[config.mk]
export PLATFORM = sky130hd
export DESIGN_NAME = queue_op_issuer_flat
export DESIGN_NICKNAME = d
export VERILOG_FILES = /design/src/rtl/queue_op_issuer_if.sv /design/src/rtl/queue_op_issuer.sv /design/src/flat_wrapper.sv
export SDC_FILE = /design/constraint.sdc
export NUM_CORES = 1
export LEC_CHECK = 0
export BUFFER_PORTS_ARGS = -buffer_cell sky130_fd_sc_hd__buf_2
export CAP_MARGIN = 5
export CORE_ASPECT_RATIO = 0.75
export CORE_MARGIN = 5
export CORE_UTILIZATION = 45
export CTS_CLUSTER_SIZE = 25
export DETAILED_ROUTE_END_ITERATION = 6
export PLACE_DENSITY = 0.75
export SYNTH_ARGS = -nofsm -noshare
export SYNTH_HDL_FRONTEND = slang
export SYNTH_SLANG_ARGS = --single-unit
export TNS_END_PERCENT = 100
[constraint.sdc]
create_clock -name clk -period 2.52 [get_ports clk]
set_clock_uncertainty 0.2 [all_clocks]
set_input_delay 0.504 -clock clk [delete_from_list [all_inputs] [get_ports clk]]
set_output_delay 0.504 -clock clk [all_outputs]
set_load 0.01 [all_outputs]
[src/rtl/queue_op_issuer_if.sv]
// Bundle of the host command/response channel and the six queue op request/completion channels.
interface queue_op_issuer_if #(
    parameter int unsigned p_ptrwidth  = 3,
    parameter int unsigned p_chanwidth = 8
);
    logic                   cmd_val;
    logic                   cmd_rdy;
    logic [2:0]             cmd_op;
    logic [p_ptrwidth-1:0]  cmd_tag;
    logic [p_chanwidth-1:0] cmd_data;

    logic                   resp_val;
    logic                   resp_rdy;
    logic [2:0]             resp_op;
    logic [p_chanwidth-1:0] resp_data;
    logic                   resp_err;

    logic enq_back_en, enq_front_en, deq_front_en, deq_back_en, upd_en, del_en;
    logic enq_back_cpl, enq_front_cpl, deq_front_cpl, deq_back_cpl, upd_cpl, del_cpl;

    logic [p_chanwidth-1:0] enq_back_data;
    logic [p_chanwidth-1:0] enq_front_data;
    logic [p_chanwidth-1:0] upd_data_in;
    logic [p_ptrwidth-1:0]  upd_tag_in;
    logic [p_ptrwidth-1:0]  del_tag_in;
    logic [p_ptrwidth-1:0]  enq_back_tag_out;
    logic [p_ptrwidth-1:0]  enq_front_tag_out;
    logic [p_chanwidth-1:0] deq_front_data;
    logic [p_chanwidth-1:0] deq_back_data;

    // Environment side: issues commands, accepts responses, plays the queue.
    modport master (
        output cmd_val, cmd_op, cmd_tag, cmd_data, resp_rdy,
        output enq_back_cpl, enq_front_cpl, deq_front_cpl, deq_back_cpl, upd_cpl, del_cpl,
        output enq_back_tag_out, enq_front_tag_out, deq_front_data, deq_back_data,
        input  cmd_rdy, resp_val, resp_op, resp_data, resp_err,
        input  enq_back_en, enq_front_en, deq_front_en, deq_back_en, upd_en, del_en,
        input  enq_back_data, enq_front_data, upd_data_in, upd_tag_in, del_tag_in
    );

    // Issuer side.
    modport slave (
        input  cmd_val, cmd_op, cmd_tag, cmd_data, resp_rdy,
        input  enq_back_cpl, enq_front_cpl, deq_front_cpl, deq_back_cpl, upd_cpl, del_cpl,
        input  enq_back_tag_out, enq_front_tag_out, deq_front_data, deq_back_data,
        output cmd_rdy, resp_val, resp_op, resp_data, resp_err,
        output enq_back_en, enq_front_en, deq_front_en, deq_back_en, upd_en, del_en,
        output enq_back_data, enq_front_data, upd_data_in, upd_tag_in, del_tag_in
    );
endinterface

[src/rtl/queue_op_issuer.sv]
// Single-outstanding command issuer: turns one host command into one queue op request,
// waits for its completion (bounded by p_timeout) and returns a response.
`ifndef TOP_DEPTH
`define TOP_DEPTH 8
`endif
`ifndef TOP_CHANWIDTH
`define TOP_CHANWIDTH 8
`endif

module queue_op_issuer #(
    parameter int unsigned p_depth     = `TOP_DEPTH,
    parameter int unsigned p_ptrwidth  = $clog2(p_depth),
    parameter int unsigned p_chanwidth = `TOP_CHANWIDTH,
    parameter int unsigned p_timeout   = 16
) (
    input logic              clk,
    input logic              rst,
    queue_op_issuer_if.slave bus
);
    localparam int unsigned CNT_W = $clog2(p_timeout + 1);
    localparam int unsigned N_OPS = 6;

    localparam logic [2:0] OP_ENQ_BACK  = 3'd0;
    localparam logic [2:0] OP_ENQ_FRONT = 3'd1;
    localparam logic [2:0] OP_DEQ_FRONT = 3'd2;
    localparam logic [2:0] OP_DEQ_BACK  = 3'd3;
    localparam logic [2:0] OP_UPD       = 3'd4;
    localparam logic [2:0] OP_DEL       = 3'd5;

    typedef enum logic [1:0] {IDLE, ISSUE, RESP} state_t;

    state_t                 state_q, state_d;
    logic [N_OPS-1:0]       en_q, en_d;
    logic [CNT_W-1:0]       cnt_q, cnt_d;
    logic [2:0]             op_q, op_d;
    logic [p_chanwidth-1:0] eb_data_q, eb_data_d;
    logic [p_chanwidth-1:0] ef_data_q, ef_data_d;
    logic [p_chanwidth-1:0] upd_data_q, upd_data_d;
    logic [p_ptrwidth-1:0]  upd_tag_q, upd_tag_d;
    logic [p_ptrwidth-1:0]  del_tag_q, del_tag_d;
    logic                   cmd_rdy_q, cmd_rdy_d;
    logic                   resp_val_q, resp_val_d;
    logic                   resp_err_q, resp_err_d;
    logic [2:0]             resp_op_q, resp_op_d;
    logic [p_chanwidth-1:0] resp_data_q, resp_data_d;

    logic [N_OPS-1:0]       cpl_vec;
    logic [p_chanwidth-1:0] ret_val;
    logic                   drop;

    assign cpl_vec = {bus.del_cpl, bus.upd_cpl, bus.deq_back_cpl,
                      bus.deq_front_cpl, bus.enq_front_cpl, bus.enq_back_cpl};

    // Value the queue hands back for the op in flight.
    always_comb begin
        ret_val = '0;
        unique case (op_q)
            OP_ENQ_BACK:  ret_val = p_chanwidth'(bus.enq_back_tag_out);
            OP_ENQ_FRONT: ret_val = p_chanwidth'(bus.enq_front_tag_out);
            OP_DEQ_FRONT: ret_val = bus.deq_front_data;
            OP_DEQ_BACK:  ret_val = bus.deq_back_data;
            default:      ret_val = '0;
        endcase
    end

    always_comb begin
        state_d     = state_q;
        en_d        = en_q;
        cnt_d       = cnt_q;
        op_d        = op_q;
        eb_data_d   = eb_data_q;
        ef_data_d   = ef_data_q;
        upd_data_d  = upd_data_q;
        upd_tag_d   = upd_tag_q;
        del_tag_d   = del_tag_q;
        resp_op_d   = resp_op_q;
        resp_data_d = resp_data_q;
        resp_err_d  = resp_err_q;
        drop        = 1'b0;

        unique case (state_q)
            IDLE: begin
                if (bus.cmd_val && cmd_rdy_q) begin
                    op_d = bus.cmd_op;
                    if (bus.cmd_op > OP_DEL) begin
                        state_d     = RESP;
                        resp_op_d   = bus.cmd_op;
                        resp_data_d = '0;
                        resp_err_d  = 1'b1;
                    end else begin
                        state_d    = ISSUE;
                        cnt_d      = '0;
                        en_d       = N_OPS'(1) << bus.cmd_op;
                        eb_data_d  = (bus.cmd_op == OP_ENQ_BACK)  ? bus.cmd_data : '0;
                        ef_data_d  = (bus.cmd_op == OP_ENQ_FRONT) ? bus.cmd_data : '0;
                        upd_data_d = (bus.cmd_op == OP_UPD)       ? bus.cmd_data : '0;
                        upd_tag_d  = (bus.cmd_op == OP_UPD)       ? bus.cmd_tag  : '0;
                        del_tag_d  = (bus.cmd_op == OP_DEL)       ? bus.cmd_tag  : '0;
                    end
                end
            end
            ISSUE: begin
                // Completion is checked before the limit so a cpl on the last cycle still wins.
                if (|(cpl_vec & en_q)) begin
                    state_d     = RESP;
                    resp_op_d   = op_q;
                    resp_data_d = ret_val;
                    resp_err_d  = 1'b0;
                    drop        = 1'b1;
                end else if (cnt_q == CNT_W'(p_timeout - 1)) begin
                    state_d     = RESP;
                    resp_op_d   = op_q;
                    resp_data_d = '0;
                    resp_err_d  = 1'b1;
                    drop        = 1'b1;
                end else begin
                    cnt_d = cnt_q + CNT_W'(1);
                end
            end
            RESP: begin
                if (bus.resp_rdy) begin
                    state_d     = IDLE;
                    resp_op_d   = '0;
                    resp_data_d = '0;
                    resp_err_d  = 1'b0;
                end
            end
            default: state_d = IDLE;
        endcase

        if (drop) begin
            en_d       = '0;
            eb_data_d  = '0;
            ef_data_d  = '0;
            upd_data_d = '0;
            upd_tag_d  = '0;
            del_tag_d  = '0;
        end

        cmd_rdy_d  = (state_d == IDLE);
        resp_val_d = (state_d == RESP);
    end

    always_ff @(posedge clk or negedge rst) begin
        if (!rst) begin
            state_q     <= IDLE;
            en_q        <= '0;
            cnt_q       <= '0;
            op_q        <= '0;
            eb_data_q   <= '0;
            ef_data_q   <= '0;
            upd_data_q  <= '0;
            upd_tag_q   <= '0;
            del_tag_q   <= '0;
            cmd_rdy_q   <= 1'b1;
            resp_val_q  <= 1'b0;
            resp_err_q  <= 1'b0;
            resp_op_q   <= '0;
            resp_data_q <= '0;
        end else begin
            state_q     <= state_d;
            en_q        <= en_d;
            cnt_q       <= cnt_d;
            op_q        <= op_d;
            eb_data_q   <= eb_data_d;
            ef_data_q   <= ef_data_d;
            upd_data_q  <= upd_data_d;
            upd_tag_q   <= upd_tag_d;
            del_tag_q   <= del_tag_d;
            cmd_rdy_q   <= cmd_rdy_d;
            resp_val_q  <= resp_val_d;
            resp_err_q  <= resp_err_d;
            resp_op_q   <= resp_op_d;
            resp_data_q <= resp_data_d;
        end
    end

    assign bus.cmd_rdy        = cmd_rdy_q;
    assign bus.resp_val       = resp_val_q;
    assign bus.resp_op        = resp_op_q;
    assign bus.resp_data      = resp_data_q;
    assign bus.resp_err       = resp_err_q;
    assign bus.enq_back_en    = en_q[OP_ENQ_BACK];
    assign bus.enq_front_en   = en_q[OP_ENQ_FRONT];
    assign bus.deq_front_en   = en_q[OP_DEQ_FRONT];
    assign bus.deq_back_en    = en_q[OP_DEQ_BACK];
    assign bus.upd_en         = en_q[OP_UPD];
    assign bus.del_en         = en_q[OP_DEL];
    assign bus.enq_back_data  = eb_data_q;
    assign bus.enq_front_data = ef_data_q;
    assign bus.upd_data_in    = upd_data_q;
    assign bus.upd_tag_in     = upd_tag_q;
    assign bus.del_tag_in     = del_tag_q;
endmodule

[src/flat_wrapper.sv]
// flat-port wrapper written by rule: the top's interface ports become plain ports
module queue_op_issuer_flat 
#(
    parameter int unsigned p_depth     = `TOP_DEPTH,
    parameter int unsigned p_ptrwidth  = $clog2(p_depth),
    parameter int unsigned p_chanwidth = `TOP_CHANWIDTH,
    parameter int unsigned p_timeout   = 16
)
  (clk, rst, bus_cmd_val, bus_cmd_op, bus_cmd_tag, bus_cmd_data, bus_resp_rdy, bus_enq_back_cpl, bus_enq_front_cpl, bus_deq_front_cpl, bus_deq_back_cpl, bus_upd_cpl, bus_del_cpl, bus_enq_back_tag_out, bus_enq_front_tag_out, bus_deq_front_data, bus_deq_back_data, bus_cmd_rdy, bus_resp_val, bus_resp_op, bus_resp_data, bus_resp_err, bus_enq_back_en, bus_enq_front_en, bus_deq_front_en, bus_deq_back_en, bus_upd_en, bus_del_en, bus_enq_back_data, bus_enq_front_data, bus_upd_data_in, bus_upd_tag_in, bus_del_tag_in);
  queue_op_issuer_if #(.p_ptrwidth(p_ptrwidth), .p_chanwidth(p_chanwidth)) bus_i ();
  input logic clk;
  input logic rst;
  input wire logic [$bits(bus_i.cmd_val)-1:0] bus_cmd_val;
  input wire logic [$bits(bus_i.cmd_op)-1:0] bus_cmd_op;
  input wire logic [$bits(bus_i.cmd_tag)-1:0] bus_cmd_tag;
  input wire logic [$bits(bus_i.cmd_data)-1:0] bus_cmd_data;
  input wire logic [$bits(bus_i.resp_rdy)-1:0] bus_resp_rdy;
  input wire logic [$bits(bus_i.enq_back_cpl)-1:0] bus_enq_back_cpl;
  input wire logic [$bits(bus_i.enq_front_cpl)-1:0] bus_enq_front_cpl;
  input wire logic [$bits(bus_i.deq_front_cpl)-1:0] bus_deq_front_cpl;
  input wire logic [$bits(bus_i.deq_back_cpl)-1:0] bus_deq_back_cpl;
  input wire logic [$bits(bus_i.upd_cpl)-1:0] bus_upd_cpl;
  input wire logic [$bits(bus_i.del_cpl)-1:0] bus_del_cpl;
  input wire logic [$bits(bus_i.enq_back_tag_out)-1:0] bus_enq_back_tag_out;
  input wire logic [$bits(bus_i.enq_front_tag_out)-1:0] bus_enq_front_tag_out;
  input wire logic [$bits(bus_i.deq_front_data)-1:0] bus_deq_front_data;
  input wire logic [$bits(bus_i.deq_back_data)-1:0] bus_deq_back_data;
  output wire logic [$bits(bus_i.cmd_rdy)-1:0] bus_cmd_rdy;
  output wire logic [$bits(bus_i.resp_val)-1:0] bus_resp_val;
  output wire logic [$bits(bus_i.resp_op)-1:0] bus_resp_op;
  output wire logic [$bits(bus_i.resp_data)-1:0] bus_resp_data;
  output wire logic [$bits(bus_i.resp_err)-1:0] bus_resp_err;
  output wire logic [$bits(bus_i.enq_back_en)-1:0] bus_enq_back_en;
  output wire logic [$bits(bus_i.enq_front_en)-1:0] bus_enq_front_en;
  output wire logic [$bits(bus_i.deq_front_en)-1:0] bus_deq_front_en;
  output wire logic [$bits(bus_i.deq_back_en)-1:0] bus_deq_back_en;
  output wire logic [$bits(bus_i.upd_en)-1:0] bus_upd_en;
  output wire logic [$bits(bus_i.del_en)-1:0] bus_del_en;
  output wire logic [$bits(bus_i.enq_back_data)-1:0] bus_enq_back_data;
  output wire logic [$bits(bus_i.enq_front_data)-1:0] bus_enq_front_data;
  output wire logic [$bits(bus_i.upd_data_in)-1:0] bus_upd_data_in;
  output wire logic [$bits(bus_i.upd_tag_in)-1:0] bus_upd_tag_in;
  output wire logic [$bits(bus_i.del_tag_in)-1:0] bus_del_tag_in;
  assign bus_i.cmd_val = bus_cmd_val;
  assign bus_i.cmd_op = bus_cmd_op;
  assign bus_i.cmd_tag = bus_cmd_tag;
  assign bus_i.cmd_data = bus_cmd_data;
  assign bus_i.resp_rdy = bus_resp_rdy;
  assign bus_i.enq_back_cpl = bus_enq_back_cpl;
  assign bus_i.enq_front_cpl = bus_enq_front_cpl;
  assign bus_i.deq_front_cpl = bus_deq_front_cpl;
  assign bus_i.deq_back_cpl = bus_deq_back_cpl;
  assign bus_i.upd_cpl = bus_upd_cpl;
  assign bus_i.del_cpl = bus_del_cpl;
  assign bus_i.enq_back_tag_out = bus_enq_back_tag_out;
  assign bus_i.enq_front_tag_out = bus_enq_front_tag_out;
  assign bus_i.deq_front_data = bus_deq_front_data;
  assign bus_i.deq_back_data = bus_deq_back_data;
  assign bus_cmd_rdy = bus_i.cmd_rdy;
  assign bus_resp_val = bus_i.resp_val;
  assign bus_resp_op = bus_i.resp_op;
  assign bus_resp_data = bus_i.resp_data;
  assign bus_resp_err = bus_i.resp_err;
  assign bus_enq_back_en = bus_i.enq_back_en;
  assign bus_enq_front_en = bus_i.enq_front_en;
  assign bus_deq_front_en = bus_i.deq_front_en;
  assign bus_deq_back_en = bus_i.deq_back_en;
  assign bus_upd_en = bus_i.upd_en;
  assign bus_del_en = bus_i.del_en;
  assign bus_enq_back_data = bus_i.enq_back_data;
  assign bus_enq_front_data = bus_i.enq_front_data;
  assign bus_upd_data_in = bus_i.upd_data_in;
  assign bus_upd_tag_in = bus_i.upd_tag_in;
  assign bus_del_tag_in = bus_i.del_tag_in;
  queue_op_issuer #(.p_depth(p_depth), .p_ptrwidth(p_ptrwidth), .p_chanwidth(p_chanwidth), .p_timeout(p_timeout)) u_core (.clk(clk), .rst(rst), .bus(bus_i));
endmodule
==> results.toml <==
[run_status]
status = "completed"

[cells_and_area]
diodes = 0
finalInstanceArea_sq_mm = 0.003827
drive_above_1_share = 0.4611
final_net_count = 394
mostFrequentLayoutCell = "buf_2"
syn_to_final_growth_pct = 33.46
layout_common_cells = "95 x buf_2, 59 x dfrtp_1, 22 x a22o_1, 16 x a32o_1, 16 x buf_4"

[yosys]
yosysSeqAreaShare = 0.5240
synth-seq-cells = 60
async_reset_ff_frac = 1.000
syn_area_sq_mm = 0.002868
synth_warnings = 0
synth_top_area_frac = 0.5148
muxShareOfSynthArea = 0.07504
synthAdderAreaFrac = 0.02618
synth_edf_count = 0
synth.top_cells.by_area = "dfrtp_1 51%, a22o_1 6.7%, a32o_1 5.6%"
synth_xor_area_frac = 0
synth_simple_gate_area_share = 0.1038
ys_types = 47
synth_compound_area_frac = 0.2295
synth_top_cell_by_area = "dfrtp_1"
synthCells = 226
synthesis.nets = 278
synth_area_per_cell_sq_um = 12.69
synth_ff_type = "dfrtp_1"
synth_top_family_by_area = "compound AO/OA/AOI/OAI gates"

[cts]
clock-root-buffer = "clkbuf_8"
clock_latency_ns = 0.34
cts_tree = "built"
cts.sinks = 60
cts_buffers = 9
clock_path_buffers = 2
cts_max_level = 3
path_clk_slew_ns = 0.07

[critical_path]
path_cells = "ha_2, and3_4, ha_4, a221o_1, or4_4, nand2_8, mux2_4"
endpoint_kind = "flip-flop"
reg2reg_depth = 7
slowest_stage = "or4_4"
worstPathArrival_ns = 2.48
r2r_end = "u_core.bus.resp_err"
crit_required_ns = 2.55
timing.rr.start = "u_core.cnt_q[1]"
start_kind = "flip-flop"
slowest_delay_ns = 0.57
critical_path_class = "flip-flop to flip-flop"
ff2ff_setup_slack_ns = 0.07
worst-path-max-fanout = 5

[power_and_ir_drop]
p_total_w = 0.004157
worst_ir_drop_vdd_mv = 0.4561
leakage_nw = 1.939
power_density_mw_per_mm2 = 1086

[sta]
slew_viol_final = 0
slew_headroom = 0.6057
layout_min_cycle_time_ns = 2.451
final_hold_viol_count = 0
finalCritPeriodShare = 0.9725
final.setup.tns_ns = 0
setup_viol = 0
fmaxAchievable_mhz = 408.1
timing.final.ws_setup_ns = 0.06936
worst_pin_slew_ns = 0.5892

[place]
hpwl_microns = 5368
dp_slack_ns = 0.01389
numPortBuffers = 95
dpl_cell_area_sq_mm = 0.003523
gp_congestion = 0.8283

[global_routing]
antenna_found_initial = 0
track_usage = 0.1943
grt_pass1_vias = 2403
grt-ovfl-total = 0
grt_max_degree = 61
grt_pass1_wl_microns = 12150

[floorplan]
coreArea_sq_mm = 0.006256
rows = 25
fp.dieW_microns = 102.2
die_h_microns = 79.14
initial_core_util = 0.4584
dieArea_sq_mm = 0.008086
io_pins = 96

[detailed_routing]
via_per_inst = 5.500
drtPass1Iterations = 4
ant_nets = 0
vias = 2354
drcViolationCount = 0
drtIter0Drc = 162
routed_wl_microns = 7628
avgRoutedWirePerCell_microns = 17.82

[worst_hold_path]
hp-start = "bus_cmd_tag[0]"
whs_endpoint = "u_core.bus.del_tag_in[0]"
worstHoldPathType = "input port to flip-flop"
whs_path_depth = 2

[run]
drv_cap = 0
[cell usage after synthesis (2+ instances only)]
master	instances
dfrtp_1	59
inv_1	8
o31ai_1	4
a22oi_1	3
a32o_1	16
nand3_1	10
and3_1	3
nor2b_1	14
a22o_1	22
buf_2	2
clkbuf_1	3
nand2_2	2
nand2_1	11
nor2_1	5
mux2_2	2
o211ai_1	2
mux2i_1	5
ha_1	6
mux2_4	5
mux4_2	3
o21ai_0	7
o2bb2ai_1	5
a31oi_1	2
buf_6	4
[cell type report]
| class | instances | area, sq um |
|---|---|---|
| clock inverter | 5 | 60.06 |
| timing repair buffer | 115 | 665.6 |
| clock buffer | 11 | 151.4 |
| inverter | 8 | 30.03 |
| fill | 539 | 2429 |
| sequential | 60 | 1503 |
| multi-input combinational | 148 | 1316 |
| tap | 81 | 101.3 |
[critical path: cells and delay by family (launching register included)]
kind                       cells  cell delay, ns
adders and majority gates      2            0.34
and+or+nand+nor                3            0.85
AOI/OAI and AO/OA              1            0.27
muxes                          1            0.30
DFF                            1            0.38
[layer usage]
| metal | up-vias | track usage | wire, microns |
|---|---|---|---|
| met5 | - | 0 | 0 |
| li1 | 1114 | - | - |
| met2 | 74 | 0.2983 | 3549 |
| met4 | 0 | 0.05505 | 74 |
| met1 | 1159 | 0.2617 | 3436 |
| met3 | 7 | 0.06585 | 567 |
[timing repair]
item	CTS	global route
hold buffers	1	0
setup buffers	0	5
setup endpoints to repair	0	21
gates resized for setup	0	8
endpoints found under the hold margin	59	0
[flip-flops by register name (all words and copies together), names as in the netlist, 5 cells and up]
register and flops:
u_core.bus.resp_data 8, u_core.en_q 6, u_core.cnt_q 5, u_core.bus.enq_front_data 8, u_core.bus.upd_data_in 8, u_core.bus.enq_back_data 8
[power breakdown]
group | switching (W) | total, W | internal (W)
sequential | 0.000231 | 0.00147 | 0.00124
combinational | 0.000902 | 0.00178 | 0.000876
clock | 0.000397 | 0.000909 | 0.000512
[worst max-delay path by stage]
stage / to / slack [ns] / startpoint / depth (start not counted)
5_1_grt: u_core.bus.resp_data[0] / -0.005 / u_core.state_q[0] / 7
4_1_cts: u_core.bus.resp_op[2] / 0.01 / u_core.cnt_q[1] / 7
3_5_place_dp: u_core.bus.resp_err / 0.01 / u_core.cnt_q[1] / 7
6_report: u_core.bus.resp_err / 0.07 / u_core.cnt_q[1] / 7
3_3_place_gp: u_core.bus.resp_err / 0.05 / u_core.cnt_q[1] / 7
2_1_floorplan: u_core.bus.resp_data[0] / -0.01 / u_core.cnt_q[0] / 8
[per-stage QoR]
| step | hold WS (ns) | std cells | util |
|---|---|---|---|
| 6_report | 0.2188 | 428 | 0.6118 |
| 5_1_grt | 0.2056 | 428 | 0.6118 |
| 4_1_cts | 0.2082 | 422 | 0.5986 |
| 3_5_place_dp | 0.2728 | 405 | 0.5632 |
| 3_3_place_gp | 0.2741 | 405 | 0.5632 |
| 2_1_floorplan | 0.008409 | 226 | - |
[kinds of logic after synthesis]
logic type / count (synthesis)
fa+ha+maj: 6
mux: 15
simple gates: 53
buf+inv: 19
flops: 60
compound gates: 73
Note: power is estimated with default switching activity, not from simulation.
